$ cat src/rtl/mem_port_arbiter_pkg.sv
// ---------------------------------------------------------------------------
// mem_port_arbiter_pkg
// Shared definitions for the two-port memory arbiter slice:
//   req_id_t    - identifies a requester (instruction fetch or load/store)
//   arb_state_t - arbiter FSM states
//   other_req() - returns the requester that is not the given one
// Default widths are provided for integrators that want them.
// ---------------------------------------------------------------------------
package mem_port_arbiter_pkg;

  localparam int unsigned DEF_ADDR_W = 32;
  localparam int unsigned DEF_DATA_W = 32;

  typedef enum logic {
    REQ_IMEM = 1'b0,
    REQ_DMEM = 1'b1
  } req_id_t;

  typedef enum logic {
    IDLE     = 1'b0,
    WAIT_RSP = 1'b1
  } arb_state_t;

  // The requester opposite to the one passed in.
  function automatic req_id_t other_req(input req_id_t id);
    req_id_t res;
    case (id)
      REQ_IMEM: res = REQ_DMEM;
      REQ_DMEM: res = REQ_IMEM;
      default:  res = REQ_IMEM;
    endcase
    return res;
  endfunction

endpackage

$ cat src/rtl/mem_arb_pick.sv
// ---------------------------------------------------------------------------
// mem_arb_pick
// Chooses which requester drives the shared memory port this cycle.
// Configuration macro: MEM_ARB_ROUND_ROBIN_EN
//   defined   - on simultaneous requests the requester not granted last wins
//   undefined - fixed priority, dmem always wins (last_grant is ignored)
// Ports:
//   imem_req, dmem_req : request lines of the two requesters
//   last_grant         : requester that won the most recent handshake
//   lock               : previous cycle presented a request that was not granted
//   held               : requester that was presented in that previous cycle
//   sel                : selected requester (meaningful only when a req is high)
// ---------------------------------------------------------------------------
module mem_arb_pick
  import mem_port_arbiter_pkg::*;
(
  input  logic    imem_req,
  input  logic    dmem_req,
  input  req_id_t last_grant,
  input  logic    lock,
  input  req_id_t held,
  output req_id_t sel
);

  logic held_still_req_s;

`ifndef MEM_ARB_ROUND_ROBIN_EN
  // Fixed priority never looks at the grant history.
  logic unused_last_grant_s;
  assign unused_last_grant_s = ^last_grant;
`endif

  // A request left waiting for grant keeps ownership of the port so the
  // payload on the memory side never swaps mid-request.
  assign held_still_req_s = (held == REQ_DMEM) ? dmem_req : imem_req;

  // Selection: locked requester first, then arbitration among live requests.
  always_comb begin
    sel = REQ_IMEM;
    if (lock && held_still_req_s) begin
      sel = held;
    end else if (imem_req && dmem_req) begin
`ifdef MEM_ARB_ROUND_ROBIN_EN
      sel = other_req(last_grant);
`else
      sel = REQ_DMEM;
`endif
    end else if (dmem_req) begin
      sel = REQ_DMEM;
    end else begin
      sel = REQ_IMEM;
    end
  end

endmodule

$ cat src/rtl/mem_port_arbiter.sv
// ---------------------------------------------------------------------------
// mem_port_arbiter
// Arbitrates an instruction-fetch port and a load/store port onto a single
// memory port with at most one transaction outstanding.
// Configuration macro: MEM_ARB_ROUND_ROBIN_EN (round-robin on contention;
// default build uses fixed priority with dmem winning).
// Ports:
//   clk_i, rst_i                       : clock, synchronous active-high reset
//   imem_req_i, imem_addr_i            : fetch request
//   imem_gnt_o, imem_rvalid_o, imem_rdata_o : fetch grant / response
//   dmem_req_i, dmem_we_i, dmem_be_i, dmem_addr_i, dmem_wdata_i : load/store request
//   dmem_gnt_o, dmem_rvalid_o, dmem_rdata_o : load/store grant / response
//   mem_req_o, mem_we_o, mem_be_o, mem_addr_o, mem_wdata_o : shared memory request
//   mem_gnt_i, mem_rvalid_i, mem_rdata_i    : shared memory grant / response
//   busy_o                             : a granted transaction awaits its response
// ---------------------------------------------------------------------------
module mem_port_arbiter
  import mem_port_arbiter_pkg::*;
#(
  parameter int ADDR_W = 32,
  parameter int DATA_W = 32
) (
  input  logic                clk_i,
  input  logic                rst_i,

  input  logic                imem_req_i,
  input  logic [ADDR_W-1:0]   imem_addr_i,
  output logic                imem_gnt_o,
  output logic                imem_rvalid_o,
  output logic [DATA_W-1:0]   imem_rdata_o,

  input  logic                dmem_req_i,
  input  logic                dmem_we_i,
  input  logic [DATA_W/8-1:0] dmem_be_i,
  input  logic [ADDR_W-1:0]   dmem_addr_i,
  input  logic [DATA_W-1:0]   dmem_wdata_i,
  output logic                dmem_gnt_o,
  output logic                dmem_rvalid_o,
  output logic [DATA_W-1:0]   dmem_rdata_o,

  output logic                mem_req_o,
  output logic                mem_we_o,
  output logic [DATA_W/8-1:0] mem_be_o,
  output logic [ADDR_W-1:0]   mem_addr_o,
  output logic [DATA_W-1:0]   mem_wdata_o,
  input  logic                mem_gnt_i,
  input  logic                mem_rvalid_i,
  input  logic [DATA_W-1:0]   mem_rdata_i,

  output logic                busy_o
);

  localparam int BE_W = DATA_W / 8;

  arb_state_t state_r;
  req_id_t    owner_r;
  req_id_t    held_r;
  logic       lock_r;
  logic       busy_r;

  req_id_t    sel_s;
  req_id_t    last_grant_s;
  logic       issue_ok_s;
  logic       req_on_s;
  logic       handshake_s;
  logic       rsp_s;

`ifdef MEM_ARB_ROUND_ROBIN_EN
  req_id_t    last_grant_r;
  assign last_grant_s = last_grant_r;
`else
  assign last_grant_s = REQ_IMEM;
`endif

  mem_arb_pick u_pick (
    .imem_req   (imem_req_i),
    .dmem_req   (dmem_req_i),
    .last_grant (last_grant_s),
    .lock       (lock_r),
    .held       (held_r),
    .sel        (sel_s)
  );

  // Issue window: idle, or the cycle the outstanding response returns.
  // Reset closes the window so nothing leaves the arbiter while in reset.
  always_comb begin
    issue_ok_s = 1'b0;
    rsp_s      = 1'b0;
    if (rst_i) begin
      issue_ok_s = 1'b0;
      rsp_s      = 1'b0;
    end else begin
      case (state_r)
        IDLE: begin
          issue_ok_s = 1'b1;
          rsp_s      = 1'b0;
        end
        WAIT_RSP: begin
          issue_ok_s = mem_rvalid_i;
          rsp_s      = mem_rvalid_i;
        end
        default: begin
          issue_ok_s = 1'b0;
          rsp_s      = 1'b0;
        end
      endcase
    end
  end

  assign req_on_s    = issue_ok_s & (imem_req_i | dmem_req_i);
  assign handshake_s = req_on_s & mem_gnt_i;

  // Memory-side request mux and requester-side grant/response routing.
  always_comb begin
    mem_req_o     = req_on_s;
    mem_we_o      = 1'b0;
    mem_be_o      = {BE_W{1'b0}};
    mem_addr_o    = {ADDR_W{1'b0}};
    mem_wdata_o   = {DATA_W{1'b0}};
    imem_gnt_o    = 1'b0;
    dmem_gnt_o    = 1'b0;
    imem_rvalid_o = 1'b0;
    dmem_rvalid_o = 1'b0;

    if (req_on_s) begin
      case (sel_s)
        REQ_DMEM: begin
          mem_we_o    = dmem_we_i;
          mem_be_o    = dmem_be_i;
          mem_addr_o  = dmem_addr_i;
          mem_wdata_o = dmem_wdata_i;
          dmem_gnt_o  = mem_gnt_i;
        end
        REQ_IMEM: begin
          // Fetches are always full-word reads.
          mem_we_o    = 1'b0;
          mem_be_o    = {BE_W{1'b1}};
          mem_addr_o  = imem_addr_i;
          mem_wdata_o = {DATA_W{1'b0}};
          imem_gnt_o  = mem_gnt_i;
        end
        default: begin
          mem_we_o    = 1'b0;
        end
      endcase
    end else begin
      mem_we_o = 1'b0;
    end

    // Response belongs to whoever owned the outstanding transaction, even
    // when a new handshake to the other requester happens in the same cycle.
    if (rsp_s) begin
      imem_rvalid_o = (owner_r == REQ_IMEM);
      dmem_rvalid_o = (owner_r == REQ_DMEM);
    end else begin
      imem_rvalid_o = 1'b0;
      dmem_rvalid_o = 1'b0;
    end
  end

  // Read data is broadcast; consumers qualify it with their rvalid.
  assign imem_rdata_o = mem_rdata_i;
  assign dmem_rdata_o = mem_rdata_i;
  assign busy_o       = busy_r;

  // Arbiter FSM, transaction owner, request lock and grant history.
  always_ff @(posedge clk_i) begin
    if (rst_i) begin
      state_r      <= IDLE;
      owner_r      <= REQ_IMEM;
      held_r       <= REQ_IMEM;
      lock_r       <= 1'b0;
      busy_r       <= 1'b0;
`ifdef MEM_ARB_ROUND_ROBIN_EN
      last_grant_r <= REQ_IMEM;
`endif
    end else begin
      if (handshake_s) begin
        state_r      <= WAIT_RSP;
        busy_r       <= 1'b1;
        owner_r      <= sel_s;
`ifdef MEM_ARB_ROUND_ROBIN_EN
        last_grant_r <= sel_s;
`endif
      end else if (rsp_s) begin
        state_r <= IDLE;
        busy_r  <= 1'b0;
      end else begin
        state_r <= state_r;
        busy_r  <= busy_r;
      end
      // Remember an ungranted request so selection is frozen next cycle.
      lock_r <= req_on_s & ~mem_gnt_i;
      held_r <= sel_s;
    end
  end

endmodule

$ cat config.mk
export PLATFORM = sky130hd
export DESIGN_NAME = mem_port_arbiter
export DESIGN_NICKNAME = d
export VERILOG_FILES = /design/src/rtl/mem_port_arbiter_pkg.sv /design/src/rtl/mem_arb_pick.sv /design/src/rtl/mem_port_arbiter.sv
export SDC_FILE = /design/constraint.sdc
export NUM_CORES = 1
export LEC_CHECK = 0
export ABC_AREA = 1
export CAP_MARGIN = 40
export CORE_AREA = 2 2 108 110
export CTS_CLUSTER_SIZE = 10
export DETAILED_ROUTE_END_ITERATION = 10
export DIE_AREA = 0 0 110 112
export MAX_ROUTING_LAYER = met4
export PLACE_DENSITY = 0.57
export SLEW_MARGIN = 25
export SYNTH_ARGS = -nofsm -noshare
export SYNTH_HDL_FRONTEND = slang
export SYNTH_SLANG_ARGS = --single-unit
$ cat constraint.sdc
create_clock -name clk_i -period 1.6 [get_ports clk_i]
set_clock_uncertainty 0.2 [all_clocks]
set_input_delay 0.32 -clock clk_i [delete_from_list [all_inputs] [get_ports clk_i]]
set_output_delay 0.32 -clock clk_i [all_outputs]
set_load 0.03 [all_outputs]
==> metrics, run 1 <==
final setup vio count=72; total power=1.885 mW; Layout Nets=563; Core Footprint=0.01117 sq mm; layout cells sized above 1=56.03%; CTS tree=yes; register area share after synthesis=5.508%; Pins Over Slew Limit=0; Mapped Cells=278; DRT antenna net count=0; clock-pin slew on the worst setup and hold paths=0.03 ns; RR Startpoint=held_r; largest net degree at the start of global routing=30; Synth Net Count=417; Hold Slack=0.1797 ns; Yosys top cell area share=36.66%; Hold Crit Start=rst_i; residual DRC count=0; antenna cells=0; Post-DP HPWL=5217 microns; Synth cell types=16; I/O Pins=278; endpoints failing hold=0; crit path DAT=1.51 ns; later-pin clock latency in the skew report=0.23 ns; GRT overflow=0; worst hold path type=in2reg; critical path capture point type=output port; final worst-path cycle share=127.1%; Max Cap Viol=0; Worst Setup Path Type=reg2out; Yosys top cell by area=buf_4; routed vias=2193; Slew @ Worst Pin=0.2321 ns; post-DR vias/cell=3.875; htree depth=1; num rows=39; CP Max Fanout=10; # port buffers=181; fin area=0.004182 sq mm; all-layer global routing usage=12.11%; Initial Util=13.01%; first-pass GRT wire length=11480 microns; initial antenna violation count=0; Die Area=0.01232 sq mm; Yosys warning count=0; Layout area overhead=187.6%; VDD IR-drop max=410.4 uV; DRT iter0 DRCs=47; RSZ-0062 raised after global routing=yes; Avg WL per Cell=14.39 microns; Cell Pwr Density=450.7 mW/mm^2; Max Fclk=491.7 MHz; Slew headroom=84.42%; failing checks=negative setup slack; root buf cell=clkbuf_16; vias in the first global route=2314; clk buf depth=2; Clock Sinks=4; Leakage Power=1.680 nW; Num CTS Buffers=3; Synth area leaders=buf_4 37%, nor2_1 27%, o21ai_0 10%; Worst Slack Setup Final=-0.4340 ns; placed inst area=0.003328 sq mm; WP data required=1.08 ns; outcome=finished, violations left; DRT Wirelength=8145 microns; Synth Area per Inst=5.230 sq um; nature of the critical path startpoint=flip-flop; Die Y=112 microns; Crit. Startpoint=busy_o; flops & latches, synth=4; shortest period the worst path allows=2.034 ns; drt pass-1 iters=4; width of the chip=110 microns; GPL Wtd Cong=0.8055; Post-Syn Area=0.001454 sq mm
[path summary, 6_finish.rpt]
kind | slack, ns | cells past startpoint | endpoint
max | -0.43 | 8 | mem_wdata_o[1]
min | 0.18 | 3 | busy_o
max reg2reg | 0.13 | 9 | owner_r
min reg2reg | 0.41 | 4 | owner_r
[critical path, cell delays in order (launching register included)]
cell and delay (ns):
dfxtp_4 0.34, nand2_4 0.07, nand2_4 0.06, nor2_4 0.16
buf_4 0.18, clkbuf_16 0.17, nand2_1 0.08, nor2_4 0.07
buf_4 0.16
[logic make-up after synthesis]
logic type      after synthesis  synth area share (%)
compound gates               37                 12.74
buf+inv                      89                 42.00
flops                         4                 5.508
simple gates                148                 39.76
[power breakdown]
group / switching [mW] / total [mW] / internal, mW
combinational: 0.659 / 1.37 / 0.708
sequential: 0.00392 / 0.110 / 0.106
clock: 0.0779 / 0.408 / 0.330
total: 0.741 / 1.88 / 1.14
[per-stage QoR]
step / setup TNS [ns] / utilization [%] / std cells / worst slack, ns
detailed placement: -45.72 / 29.78 / 539 / -0.6808
global placement: -44.80 / 29.78 / 539 / -0.6592
finish: -27.96 / 37.42 / 566 / -0.4340
CTS: -29.13 / 36.10 / 562 / -0.4450
global route: -34.73 / 37.42 / 566 / -0.5234
floorplan: -3.950 / - / 278 / -0.1171
[flip-flops by register name, indices dropped and copies added (netlist names)]
signal,flops
owner_r,1
lock_r,1
held_r,1
busy_o,1
[placed cells by master, fill, tap and decap left out, types with 2 or more instances in the layout]
cell type / n
clkbuf_16: 6
inv_2: 5
buf_4: 36
dfxtp_1: 2
clkdlybuf4s50_1: 102
nand2_4: 5
nand2_1: 27
o21ai_1: 17
buf_6: 58
nor2_4: 48
o21ai_0: 6
buf_16: 3
buf_12: 14
nand2_2: 6
o21ai_4: 2
nor2_2: 32
o21ai_2: 11
buf_8: 2
nor2_1: 26
[layout make-up]
class | instances | area [sq um]
inverters | 8 | 45.04
flip-flops and latches | 4 | 85.08
multi-input cells | 185 | 1323
repair buffers | 222 | 2471
clock buffers | 4 | 78.83
fillers | 1150 | 6993
well taps | 143 | 178.9
[what timing repair did]
action	CTS	global route
resized for setup	103	52
hold buffers	0	0
pin swaps	13	15
endpoints found under the setup margin	75	74
buffers inserted	13	5
endpoints found under the hold margin	0	0
cloned	6	4
[synthesized netlist by cell type]
library cell	count
inv_1	7
dfxtp_1	4
buf_1	2
buf_2	8
nor3_1	1
a21oi_1	1
nor2_1	105
nor2_4	1
buf_4	71
nand2_2	3
nand2_1	35
nand3b_1	1
nand3_1	2
o21ai_0	29
o21ai_1	7
inv_2	1
[per-layer routing]
layer  share of wire [%]  up-vias  track usage (%)
met5                   0        -                -
met4                0.44        0            2.447
met3                 6.5       12            1.522
met2                  54       85            22.58
met1                  39     1007            13.50
li1                    -     1089                -
(Power assumes the default switching activity.)
==> inputs of run 2 (changes only) <==
TNS_END_PERCENT = 30   (was not set)
==> run 2 against run 1 <==
  * The run still ends with negative setup slack left
  * Die area did not move
  * Flip-flop and latch count did not move
  * Final cell count fell by 1.6%
  * Global-route usage fell by 1.2 points
  * Combinational power fell by 10%
  * Via count fell by 2.8%
  * Hold slack improved by 0.11 ns
  * Non-clock buffer count fell by 9
  * Critical path depth did not move
  * Register-to-register slack barely moved
  * Critical path type unchanged
  * Critical endpoint is now mem_wdata_o[21]
==> metrics, run 2 (synthesis results as in run 1) <==
outcome=finished, violations left; failing checks=negative setup slack; DP Worst Slack=-0.6535 ns; Worst Slack Setup Final=-0.4067 ns; NetSw=667.0 uW; num rows=39; first-pass GRT wire length=10510 microns; Avg WL per Cell=13.52 microns; Logic pwr share=70.6%; clock-pin slew on the worst setup and hold paths=0.03 ns; slowest stage delay, CP=0.34 ns; Pins Over Slew Limit=0; Sequential Power Share=6.2%; clock share of power=23.2%; DRT Wirelength=7528 microns; Die Y=112 microns; flop-to-flop setup slack=0.13 ns; antenna cells=0; critical path capture point type=output port; vias in the first global route=2276; total power=1.744 mW; drt pass-1 iters=3; Worst Setup Path Type=reg2out; multi-input logic area=0.001090 sq mm; final worst-path cycle share=125.4%; Final TNS setup=-25.92 ns; root buf cell=clkbuf_16; most common cell after layout, fill and taps aside=clkdlybuf4s50_1; Max Fclk=498.3 MHz; RSZ-0062 raised after global routing=yes; critical path cell sequence=nand2_4, nand2_4, nor2_4, buf_8, clkbuf_16, nand2_1, nor2_2, buf_6; Cell Pwr Density=455.6 mW/mm^2; crit path DAT=1.49 ns; DRT iter0 DRCs=53; final setup vio count=74; fin area=0.003829 sq mm; Core Footprint=0.01117 sq mm; initial antenna violation count=0; placed cell count=543; CTS Hold Bufs=0; I/O Pins=278; most frequent cells in the layout=102 x clkdlybuf4s50_1, 70 x buf_6, 66 x nor2_2; nature of the critical path startpoint=flip-flop; WP data required=1.08 ns; Top cell by count, worst path=nand2_4; residual DRC count=0; Clock Sinks=4; Slew headroom=85.68%; sw frac=38.23%; Initial Util=13.01%; Leakage Power=1.584 nW; Num CTS Buffers=3; placed inst area=0.003168 sq mm; GPL Wtd Cong=0.7862; register area=83.83 sq um; Layout area overhead=163.3%; GRT overflow=0; endpoints failing hold=0; Die Area=0.01232 sq mm; layout cells sized above 1=50.72%; Critical Path Slowest Stage Cell=dfxtp_4; shortest period the worst path allows=2.007 ns; Hold Slack=0.2915 ns; Max Cap Viol=0; largest net degree at the start of global routing=30; Worst Path Buf+Inv=3; CTS tree=yes; post-DR vias/cell=3.828; later-pin clock latency in the skew report=0.23 ns; Final Core Density=34.26%; htree depth=1; clk buf depth=2; # port buffers=181; routed vias=2132; Layout Nets=554; DRT antenna net count=0; all-layer global routing usage=10.94%; Cell Count, Final, Fillers Out=557; worst hold path type=in2reg; Power Internal=1.077 mW; VDD IR-drop max=403.2 uV; GR Util met2=20.20%; CP Max Fanout=10; Worst path top cell family by delay=buffers and inverters; gr busiest metal=met2; final-layout fill cell count=1170; met3 usage=2.108%; width of the chip=110 microns; Slew @ Worst Pin=0.2126 ns; Post-DP HPWL=5290 microns; met1 Usage GRT=11.31%
[run 2: cell types whose count changed in the layout (fill, tap and decap cells not counted), moves of 4 or more]
| cell | before | now |
|---|---|---|
| nor2_1 | 26 | 31 |
| o21ai_1 | 17 | 12 |
| inv_2 | 5 | 1 |
| inv_1 | 1 | 6 |
| nor2_2 | 32 | 66 |
| buf_6 | 58 | 70 |
| nand2_1 | 27 | 32 |
| buf_4 | 36 | 20 |
| nor2_4 | 48 | 9 |
[run 2: power groups by stage]
stage / logic (mW) / registers [mW] / clock network, mW
2_1_floorplan: 0.782 / 0.112 / 0
3_5_place_dp: 1.02 / 0.109 / 0
4_1_cts: 1.18 / 0.108 / 0.414
3_3_place_gp: 1.01 / 0.109 / 0
6_report: 1.23 / 0.108 / 0.405
5_1_grt: 1.30 / 0.110 / 0.422
[run 2: final cells by class]
class	count	area share (%)
Multi-Input combinational cell	185	28.46
Sequential cell	4	2.190
Tap cell	143	4.673
Timing Repair Buffer	213	61.70
Inverter	8	0.9150
Clock buffer	4	2.059
[run 2: worst paths after layout]
check | start | end | cells past startpoint
setup / recovery | busy_o | mem_wdata_o[21] | 8
hold / removal | rst_i | busy_o | 3
setup reg to reg | held_r | owner_r | 7
hold reg to reg | owner_r | owner_r | 4
[run 2: tightest hold or removal path, delay by kind of cell]
| kind | cells | cell delay, ns |
|---|---|---|
| AOI/OAI and AO/OA | 1 | 0.04 |
| buffers and inverters | 2 | 0.32 |
[run 2: per-layer routing]
metal | wire (microns) | up-vias | share of wire, %
met5 | 0 | - | 0
met4 | 94 | 0 | 1.2
met3 | 543 | 15 | 7.2
met2 | 4129 | 84 | 55
met1 | 2760 | 970 | 37
li1 | - | 1063 | -
[run 2: timing repair]
item | CTS | global route
cloned | 3 | 4
endpoints found under the hold margin | 0 | 0
setup endpoints to repair | 75 | 74
buffers inserted | 4 | 2
pin swaps | 10 | 18
gates resized for setup | 92 | 43
==> inputs of run 3 (changes only) <==
==> constraint.sdc (replaced) <==
create_clock -name clk_i -period 1.9 [get_ports clk_i]
set_clock_uncertainty 0.2 [all_clocks]
set_input_delay 0.57 -clock clk_i [delete_from_list [all_inputs] [get_ports clk_i]]
set_output_delay 0.57 -clock clk_i [all_outputs]
set_load 0.03 [all_outputs]
==> run 3 against run 2 <==
  * The flow still finishes with violations (negative setup slack)
  * Sequential share of layout area decreased by 0.14 points
  * Clock power is 20% lower
  * Non-clock buffer count up 6
  * Combinational power fell by 14%
==> metrics, run 3 (synthesis results as in run 1) <==
Layout Nets=560; # port buffers=181; clk buf depth=2; Core Footprint=0.01117 sq mm; NetSw=564.2 uW; clock-pin slew on the worst setup and hold paths=0.03 ns; most common cell after layout, fill and taps aside=clkdlybuf4s50_1; Cell Pwr Density=378.5 mW/mm^2; DRT Wirelength=7388 microns; Initial Util=13.01%; Worst Setup Path Type=in2out; all-layer global routing usage=11.77%; slowest stage delay, CP=0.14 ns; vias in the first global route=2190; sw frac=38.18%; Max Fclk=416.4 MHz; final setup vio count=74; CTS Hold Bufs=0; Layout area overhead=168.6%; Num CTS Buffers=3; outcome=finished, violations left; clock share of power=22.0%; Post-DP HPWL=5229 microns; most frequent cells in the layout=101 x clkdlybuf4s50_1, 74 x buf_6, 56 x nor2_2; Die Area=0.01232 sq mm; critical path capture point type=output port; antenna cells=0; final worst-path cycle share=126.4%; layout cells sized above 1=51.31%; first-pass GRT wire length=11140 microns; Sequential Power Share=6.3%; RSZ-0062 raised after global routing=yes; Leakage Power=1.635 nW; Max Cap Viol=0; Clock Sinks=4; Avg WL per Cell=13.15 microns; crit path DAT=1.63 ns; DRT iter0 DRCs=38; Final TNS setup=-30.60 ns; initial antenna violation count=0; later-pin clock latency in the skew report=0.22 ns; Logic pwr share=71.8%; Hold Slack=0.3436 ns; post-DR vias/cell=3.774; critical path cell sequence=buf_12, inv_16, nand2_8, nand2_4, nor2_4, buf_12, buf_12, buf_16, o21ai_0, nor2_2, buf_6; drt pass-1 iters=4; Slew @ Worst Pin=0.2398 ns; htree depth=1; Slew headroom=83.99%; DRT antenna net count=0; I/O Pins=278; Worst Path Buf+Inv=6; largest net degree at the start of global routing=25; nature of the critical path startpoint=primary input; worst hold path type=reg2reg; VDD IR-drop max=528.0 uV; shortest period the worst path allows=2.402 ns; num rows=39; residual DRC count=0; width of the chip=110 microns; failing checks=negative setup slack; GRT overflow=0; final-layout fill cell count=1146; CTS tree=yes; Worst Slack Setup Final=-0.5017 ns; Die Y=112 microns; GPL Wtd Cong=0.7630; Pins Over Slew Limit=0; Power Internal=913.6 uW; Critical Path Slowest Stage Cell=nor2_4; WP data required=1.13 ns; endpoints failing hold=0; DP Worst Slack=-1.038 ns; Worst path top cell family by delay=buffers and inverters; Top cell by count, worst path=buf_12; CP Max Fanout=6; routed vias=2121; root buf cell=clkbuf_16
## run 3: changes by cell type in the layout (fill, tap and decap cells not counted), moves of 6 or more
cell	previous run	this run
nand2_1	32	26
buf_4	20	27
o21ai_1	12	24
nor2_2	66	56
o21ai_2	12	6
o21ai_0	9	3
## run 3: worst reg2reg max path, cell delays in order, from the launching register on
cell and delay (ns):
dfxtp_1 0.44, nand2_8 0.07, buf_4 0.13, buf_4 0.13, nand3_2 0.11, buf_4 0.12, nand2_1 0.04, nand2_1 0.05
nor2_1 0.04
## run 3: what timing repair did
action                                  4_1_cts  5_1_grt
endpoints found under the setup margin       75       74
pin swaps                                    18       16
endpoints found under the hold margin         0        0
gates resized for setup                     130       26
setup buffers                                 9        1
cloned                                        5        1
## run 3: routing by layer
metal | GRT usage (%) | wire (microns) | vias to the layer above
met5 | - | 0 | -
met4 | 3.122 | 127 | 0
met3 | 2.400 | 510 | 23
met2 | 20.90 | 3915 | 79
met1 | 13.15 | 2834 | 939
li1 | - | - | 1080
## run 3: per-stage QoR
stage / instance area (sq um) / power (mW) / util (%) / instances
3_5_place_dp: 3219 / 0.9615 / 28.81 / 547
2_1_floorplan: 1752 / 0.7723 / - / 278
4_1_cts: 3859 / 1.481 / 34.53 / 563
3_3_place_gp: 3219 / 0.9571 / 28.81 / 547
6_report: 3905 / 1.478 / 34.95 / 562
5_1_grt: 3905 / 1.558 / 34.95 / 562
## run 3: final cells by class
cell class	instances	area (sq um)	area share, %
Multi-Input combinational cell	185	1134	29.03
Sequential cell	4	80.08	2.051
Timing Repair Buffer	219	2391	61.23
Inverter	8	46.29	1.186
Clock buffer	3	75.07	1.922
Tap cell	143	178.9	4.582
## run 3: power by group through the flow
stage / clock (mW) / combinational, mW / sequential, mW
finish: 0.324 / 1.06 / 0.0928
global route: 0.337 / 1.13 / 0.0933
CTS: 0.330 / 1.06 / 0.0928
global placement: 0 / 0.863 / 0.0939
detailed placement: 0 / 0.868 / 0.0939
floorplan: 0 / 0.677 / 0.0957
## run 3: final timing paths
check / startpoint / endpoint / slack [ns] / depth (start not counted)
setup / recovery: mem_rvalid_i / mem_addr_o[28] / -0.50 / 11
setup reg to reg: busy_o / owner_r / 0.47 / 8
hold reg to reg: owner_r / owner_r / 0.34 / 4
hold / removal: owner_r / owner_r / 0.34 / 4
